==> config.mk <==
export PLATFORM = sky130hd
export DESIGN_NAME = hazard_stall_ctrl_flat
export DESIGN_NICKNAME = d
export VERILOG_FILES = /design/src/rtl/hazard_stall_ctrl_if.sv /design/src/rtl/hazard_stall_ctrl.sv /design/src/flat_wrapper.sv
export SDC_FILE = /design/constraint.sdc
export NUM_CORES = 1
export LEC_CHECK = 0
export CELL_PAD_IN_SITES_DETAIL_PLACEMENT = 2
export CELL_PAD_IN_SITES_GLOBAL_PLACEMENT = 2
export CORE_MARGIN = 4
export CORE_UTILIZATION = 12
export DETAILED_ROUTE_END_ITERATION = 7
export PLACE_DENSITY_LB_ADDON = 0.15
export SETUP_SLACK_MARGIN = 0.2
export SLEW_MARGIN = 25
export SYNTH_ARGS = -nofsm -noshare
export SYNTH_HDL_FRONTEND = slang
export SYNTH_SLANG_ARGS = --single-unit
export TNS_END_PERCENT = 10
==> constraint.sdc <==
create_clock -name clk -period 3.9 [get_ports clk]
set_input_delay 0.78 -clock clk [delete_from_list [all_inputs] [get_ports clk]]
set_output_delay 0.78 -clock clk [all_outputs]
set_load 0.1 [all_outputs]
==> src/rtl/hazard_stall_ctrl_if.sv <==
// Decode-stage hazard interface: register fields and EX/MEM status in, latch controls out.
// Every signal is level-sensitive and sampled each cycle; there is no valid/ready pairing.
interface hazard_stall_ctrl_if #(
   parameter int PERF_W = 16
);
   logic [4:0]        if_id_rs;
   logic [4:0]        if_id_rt;
   logic              if_id_uses_rt;
   logic              id_ex_mem_read;
   logic [4:0]        id_ex_rt;
   logic              ex_mem_branch_taken;
   logic              pc_write;
   logic              if_id_write;
   logic              id_ex_bubble;
   logic              if_id_flush;
   logic [1:0]        ctrl_state;
   logic [PERF_W-1:0] perf_stall_cnt;
   logic [PERF_W-1:0] perf_flush_cnt;

   modport master (
      output if_id_rs, if_id_rt, if_id_uses_rt, id_ex_mem_read, id_ex_rt, ex_mem_branch_taken,
      input  pc_write, if_id_write, id_ex_bubble, if_id_flush, ctrl_state,
      input  perf_stall_cnt, perf_flush_cnt
   );

   modport slave (
      input  if_id_rs, if_id_rt, if_id_uses_rt, id_ex_mem_read, id_ex_rt, ex_mem_branch_taken,
      output pc_write, if_id_write, id_ex_bubble, if_id_flush, ctrl_state,
      output perf_stall_cnt, perf_flush_cnt
   );
endinterface

==> src/rtl/hazard_stall_ctrl.sv <==
// Load-use / taken-branch stall and flush sequencer for the IF/ID and ID/EX latches.
// Optional saturating bubble counters are enabled by defining HAZARD_PERF_CNT_EN.
module hazard_stall_ctrl #(
   parameter int STALL_CYCLES = 1,
   parameter int FLUSH_CYCLES = 1,
   parameter int PERF_W       = 16
) (
   input logic clk,
   input logic rst,
   hazard_stall_ctrl_if.slave hz
);

   typedef enum logic [1:0] {
      ST_RUN   = 2'd0,
      ST_STALL = 2'd1,
      ST_FLUSH = 2'd2,
      ST_BAD   = 2'd3
   } state_t;

   localparam logic [3:0] STALL_LOAD = 4'(STALL_CYCLES - 1);
   localparam logic [3:0] FLUSH_LOAD = 4'(FLUSH_CYCLES - 1);

   state_t     state, state_nxt;
   logic [3:0] cnt, cnt_nxt;
   logic       hazard;
   logic       take_flush;
   logic       pc_write, if_id_write, id_ex_bubble, if_id_flush;

   assign hazard = hz.id_ex_mem_read && (hz.id_ex_rt != 5'd0) &&
                   ((hz.id_ex_rt == hz.if_id_rs) ||
                    (hz.if_id_uses_rt && (hz.id_ex_rt == hz.if_id_rt)));

   // A branch only counts from RUN or STALL; inside FLUSH it is on the wrong path.
   assign take_flush = hz.ex_mem_branch_taken && ((state == ST_RUN) || (state == ST_STALL));

   always_ff @(posedge clk) begin
      if (rst) begin
         state <= ST_RUN;
         cnt   <= 4'd0;
      end else begin
         state <= state_nxt;
         cnt   <= cnt_nxt;
      end
   end

   always_comb begin
      state_nxt    = state;
      cnt_nxt      = cnt;
      pc_write     = 1'b1;
      if_id_write  = 1'b1;
      id_ex_bubble = 1'b0;
      if_id_flush  = 1'b0;
      if (take_flush) begin
         id_ex_bubble = 1'b1;
         if_id_flush  = 1'b1;
         cnt_nxt      = FLUSH_LOAD;
         state_nxt    = (FLUSH_LOAD != 4'd0) ? ST_FLUSH : ST_RUN;
      end else begin
         case (state)
            ST_RUN: begin
               if (hazard) begin
                  pc_write     = 1'b0;
                  if_id_write  = 1'b0;
                  id_ex_bubble = 1'b1;
                  cnt_nxt      = STALL_LOAD;
                  state_nxt    = (STALL_LOAD != 4'd0) ? ST_STALL : ST_RUN;
               end
            end
            ST_STALL: begin
               pc_write     = 1'b0;
               if_id_write  = 1'b0;
               id_ex_bubble = 1'b1;
               if (cnt <= 4'd1) begin
                  cnt_nxt   = 4'd0;
                  state_nxt = ST_RUN;
               end else begin
                  cnt_nxt = cnt - 4'd1;
               end
            end
            ST_FLUSH: begin
               pc_write     = 1'b0;
               id_ex_bubble = 1'b1;
               if_id_flush  = 1'b1;
               if (cnt <= 4'd1) begin
                  cnt_nxt   = 4'd0;
                  state_nxt = ST_RUN;
               end else begin
                  cnt_nxt = cnt - 4'd1;
               end
            end
            default: begin
               cnt_nxt   = 4'd0;
               state_nxt = ST_RUN;
            end
         endcase
      end
      // Hold the pipeline frozen and flushed while reset is asserted.
      if (rst) begin
         pc_write     = 1'b0;
         if_id_write  = 1'b0;
         id_ex_bubble = 1'b1;
         if_id_flush  = 1'b1;
      end
   end

   assign hz.pc_write     = pc_write;
   assign hz.if_id_write  = if_id_write;
   assign hz.id_ex_bubble = id_ex_bubble;
   assign hz.if_id_flush  = if_id_flush;
   assign hz.ctrl_state   = state;

`ifdef HAZARD_PERF_CNT_EN
   logic [PERF_W-1:0] stall_cnt_q, flush_cnt_q;
   logic              stall_evt, flush_evt;

   assign stall_evt = !rst && !pc_write && !if_id_write && id_ex_bubble && !if_id_flush;
   assign flush_evt = !rst && if_id_flush;

   always_ff @(posedge clk) begin
      if (rst) begin
         stall_cnt_q <= '0;
         flush_cnt_q <= '0;
      end else begin
         if (stall_evt && (stall_cnt_q != {PERF_W{1'b1}}))
            stall_cnt_q <= stall_cnt_q + 1'b1;
         if (flush_evt && (flush_cnt_q != {PERF_W{1'b1}}))
            flush_cnt_q <= flush_cnt_q + 1'b1;
      end
   end

   assign hz.perf_stall_cnt = stall_cnt_q;
   assign hz.perf_flush_cnt = flush_cnt_q;
`else
   assign hz.perf_stall_cnt = {PERF_W{1'b0}};
   assign hz.perf_flush_cnt = {PERF_W{1'b0}};
`endif

endmodule
==> src/flat_wrapper.sv <==
// flat-port wrapper written by rule: the top's interface ports become plain ports
module hazard_stall_ctrl_flat 
#(
   parameter int STALL_CYCLES = 1,
   parameter int FLUSH_CYCLES = 1,
   parameter int PERF_W       = 16
)
  (clk, rst, hz_if_id_rs, hz_if_id_rt, hz_if_id_uses_rt, hz_id_ex_mem_read, hz_id_ex_rt, hz_ex_mem_branch_taken, hz_pc_write, hz_if_id_write, hz_id_ex_bubble, hz_if_id_flush, hz_ctrl_state, hz_perf_stall_cnt, hz_perf_flush_cnt);
  hazard_stall_ctrl_if #(.PERF_W(PERF_W)) hz_i ();
  input logic clk;
  input logic rst;
  input wire logic [$bits(hz_i.if_id_rs)-1:0] hz_if_id_rs;
  input wire logic [$bits(hz_i.if_id_rt)-1:0] hz_if_id_rt;
  input wire logic [$bits(hz_i.if_id_uses_rt)-1:0] hz_if_id_uses_rt;
  input wire logic [$bits(hz_i.id_ex_mem_read)-1:0] hz_id_ex_mem_read;
  input wire logic [$bits(hz_i.id_ex_rt)-1:0] hz_id_ex_rt;
  input wire logic [$bits(hz_i.ex_mem_branch_taken)-1:0] hz_ex_mem_branch_taken;
  output wire logic [$bits(hz_i.pc_write)-1:0] hz_pc_write;
  output wire logic [$bits(hz_i.if_id_write)-1:0] hz_if_id_write;
  output wire logic [$bits(hz_i.id_ex_bubble)-1:0] hz_id_ex_bubble;
  output wire logic [$bits(hz_i.if_id_flush)-1:0] hz_if_id_flush;
  output wire logic [$bits(hz_i.ctrl_state)-1:0] hz_ctrl_state;
  output wire logic [$bits(hz_i.perf_stall_cnt)-1:0] hz_perf_stall_cnt;
  output wire logic [$bits(hz_i.perf_flush_cnt)-1:0] hz_perf_flush_cnt;
  assign hz_i.if_id_rs = hz_if_id_rs;
  assign hz_i.if_id_rt = hz_if_id_rt;
  assign hz_i.if_id_uses_rt = hz_if_id_uses_rt;
  assign hz_i.id_ex_mem_read = hz_id_ex_mem_read;
  assign hz_i.id_ex_rt = hz_id_ex_rt;
  assign hz_i.ex_mem_branch_taken = hz_ex_mem_branch_taken;
  assign hz_pc_write = hz_i.pc_write;
  assign hz_if_id_write = hz_i.if_id_write;
  assign hz_id_ex_bubble = hz_i.id_ex_bubble;
  assign hz_if_id_flush = hz_i.if_id_flush;
  assign hz_ctrl_state = hz_i.ctrl_state;
  assign hz_perf_stall_cnt = hz_i.perf_stall_cnt;
  assign hz_perf_flush_cnt = hz_i.perf_flush_cnt;
  hazard_stall_ctrl #(.STALL_CYCLES(STALL_CYCLES), .FLUSH_CYCLES(FLUSH_CYCLES), .PERF_W(PERF_W)) u_core (.clk(clk), .rst(rst), .hz(hz_i));
endmodule
==> impl_results.md <==
- Switching share of total power: 0.8492
- Count leader, synth: buf_4
- Gr usage total: 0.04094
- Fmax: 306.4 MHz
- CP required: 3.12 ns
- GPL Wtd Cong: 0.6272
- Row cnt: 21
- Synthesized instance count: 56
- Drt wl/cell: 9.228 um
- RSZ-0062 raised after global routing: false
- Top-area cell type share of the netlist area: 0.6213
- Worst setup path category: primary input to output port
- Crit-path max FO: 3
- Cts hold-fix bufs: 0
- I/O pin cnt: 58
- Hold Violations, Final: 0
- NetSw: ~0.00017 W
- Max-cap viol count: 0
- Pin count of the biggest net entering global routing: 4
- Die area: between 4000 and 5000 um2
- Synth warn: 0
- Initial Util: 0.1257
- Tcrit/Tclk final: 0.8369
- Final wirelength: around 1.1 mm
- Design area: approximately 600 um2
- Type of origin of the critical path: primary input
- Grt ovf: 0
- Hold Path Class: primary input to output port
- Vias per cell: 2.577
- Fin cells: 123
- Final worst-path setup slack: 0.6363 ns
- Worst path cell trace: clkdlybuf4s50_1, or4_1, o21ai_1, o31a_1, buf_12
- Area grow syn2layout: 41.72%
- Final nets: 99
- Post-Syn Area: between 400 and 500 um2
- Synthesized area per cell: ~7.6 um2
- Multi-input gate area: 280.3 um2
- Synth area leaders: buf_4, xor2_1, nor4_2, a32oi_1, o31a_1
- # Post-CTS Setup Buffers: 0
- Seq_cells: 0
- Storage cell area: 0 um2
- Fin crit period: 3.264 ns
- Fill count: approximately 420
- Final hold slack: between 2 and 2.5 ns
- PwrDens: 343.0 nW/um2
- Post-placement setup slack: around 0.6 ns
- DRC: 0
- P_leak: 0.2760 nW
- Status: complete, no violations
- Area leader, netlist: buf_4
- Synth cell count leaders: buf_4, xor2_1
- Final setup fails: 0
- Initial drt markers: 4
- Vias: 317
- CP arrival: 2.48 ns
- Die Wd: around 67 um
- CLK BUF: 0
- First-pass GRT wire length: 1.476 mm
- Resized cells post-CTS: 0
- Delay of the slowest critical-path stage: 0.55 ns
- Antenna Cells: 0
- Total negative slack: 0 ns
- Seq/Total Area, Yosys: 0
- Fin. max-slew vios: 0
- Count of cell types in the netlist: 14
- P_int: between 0.00003 and 0.00004 W
- Post-DRT Antenna Nets: 0
- Seq pwr share: 0
- Clock share of power: 0
- CP Capture Type: output port
- Initial antenna violation count: 0
- Share of post-route cells with drive strength above 1: 0.07792
- Area after DPL: roughly 600 um2
- First drt pass iteration count: 2
- Max VDD drop: 0.08728 mV
- Vias in the first global route: about 330
- Core ar.: 3363 um2
- Input/output buffers: 23
- Die Height: 67.37 um
- Comb power frac: 1.000
- Dpl cells: about 120
- HPWL Detailed: 1.111 mm
- Slowest-stage cell, CP: or4_1
per-stage QoR:
stage	utilization	power, W
after floorplan	-	0.0001983
after global placement	0.1782	0.0002052
after detailed placement	0.1782	0.0002053
after CTS	0.1782	0.0002055
after global routing	0.1782	0.0002117
final	0.1782	0.0002056
worst max-delay path: cells and delay by family:
kind	cells	cell delay, ns
AOI/OAI and AO/OA	2	0.46
buffers and inverters	2	0.68
and+or+nand+nor	1	0.55
path summary, 6_finish.rpt:
path	start	end	slack (ns)	cells past startpoint
min	hz_id_ex_mem_read	hz_id_ex_bubble	2.37	4
max	hz_id_ex_rt[4]	hz_if_id_write	0.64	5
logic make-up after synthesis:
group / after synthesis / share of synthesized area
AND/OR/NAND/NOR: 5 / 0.08283
buffers and inverters: 36 / 0.6302
other: 1 / 0.008867
AO/OA/AOI/OAI: 4 / 0.07101
XOR/XNOR: 10 / 0.2071
cell usage in the layout (no fill, tap or decap):
| cell type | n |
|---|---|
| or2_2 | 1 |
| a32oi_1 | 1 |
| buf_4 | 1 |
| clkdlybuf4s50_1 | 19 |
| buf_12 | 3 |
| o21bai_1 | 1 |
| conb_1 | 34 |
| xnor2_1 | 1 |
| o21ai_1 | 1 |
| xor2_1 | 9 |
| o31a_1 | 1 |
| nor4_2 | 1 |
| nor3_1 | 1 |
| or4_1 | 1 |
| inv_1 | 1 |
| nor2_1 | 1 |
layout make-up:
class / count / area share
inverters: 1 / 0.006263
multi-input cells: 53 / 0.4676
well taps: 46 / 0.09603
repair buffers: 23 / 0.4301
power by group through the flow:
stage                     Clock, W  Sequential, W  Combinational, W
after floorplan                  0              0          0.000198
after global placement           0              0          0.000205
after detailed placement         0              0          0.000205
after CTS                        0              0          0.000205
after global routing             0              0          0.000212
final                            0              0          0.000206
metal layers:
metal  GRT usage  vias to the layer above  wire length (um)
met5           0                        -                 0
met4           0                        0                 0
met3    0.008319                        0               144
met2     0.08834                       22               644
met1     0.04134                      143               346
li1            -                      152                 -
Power figures use the tool's default switching activity.
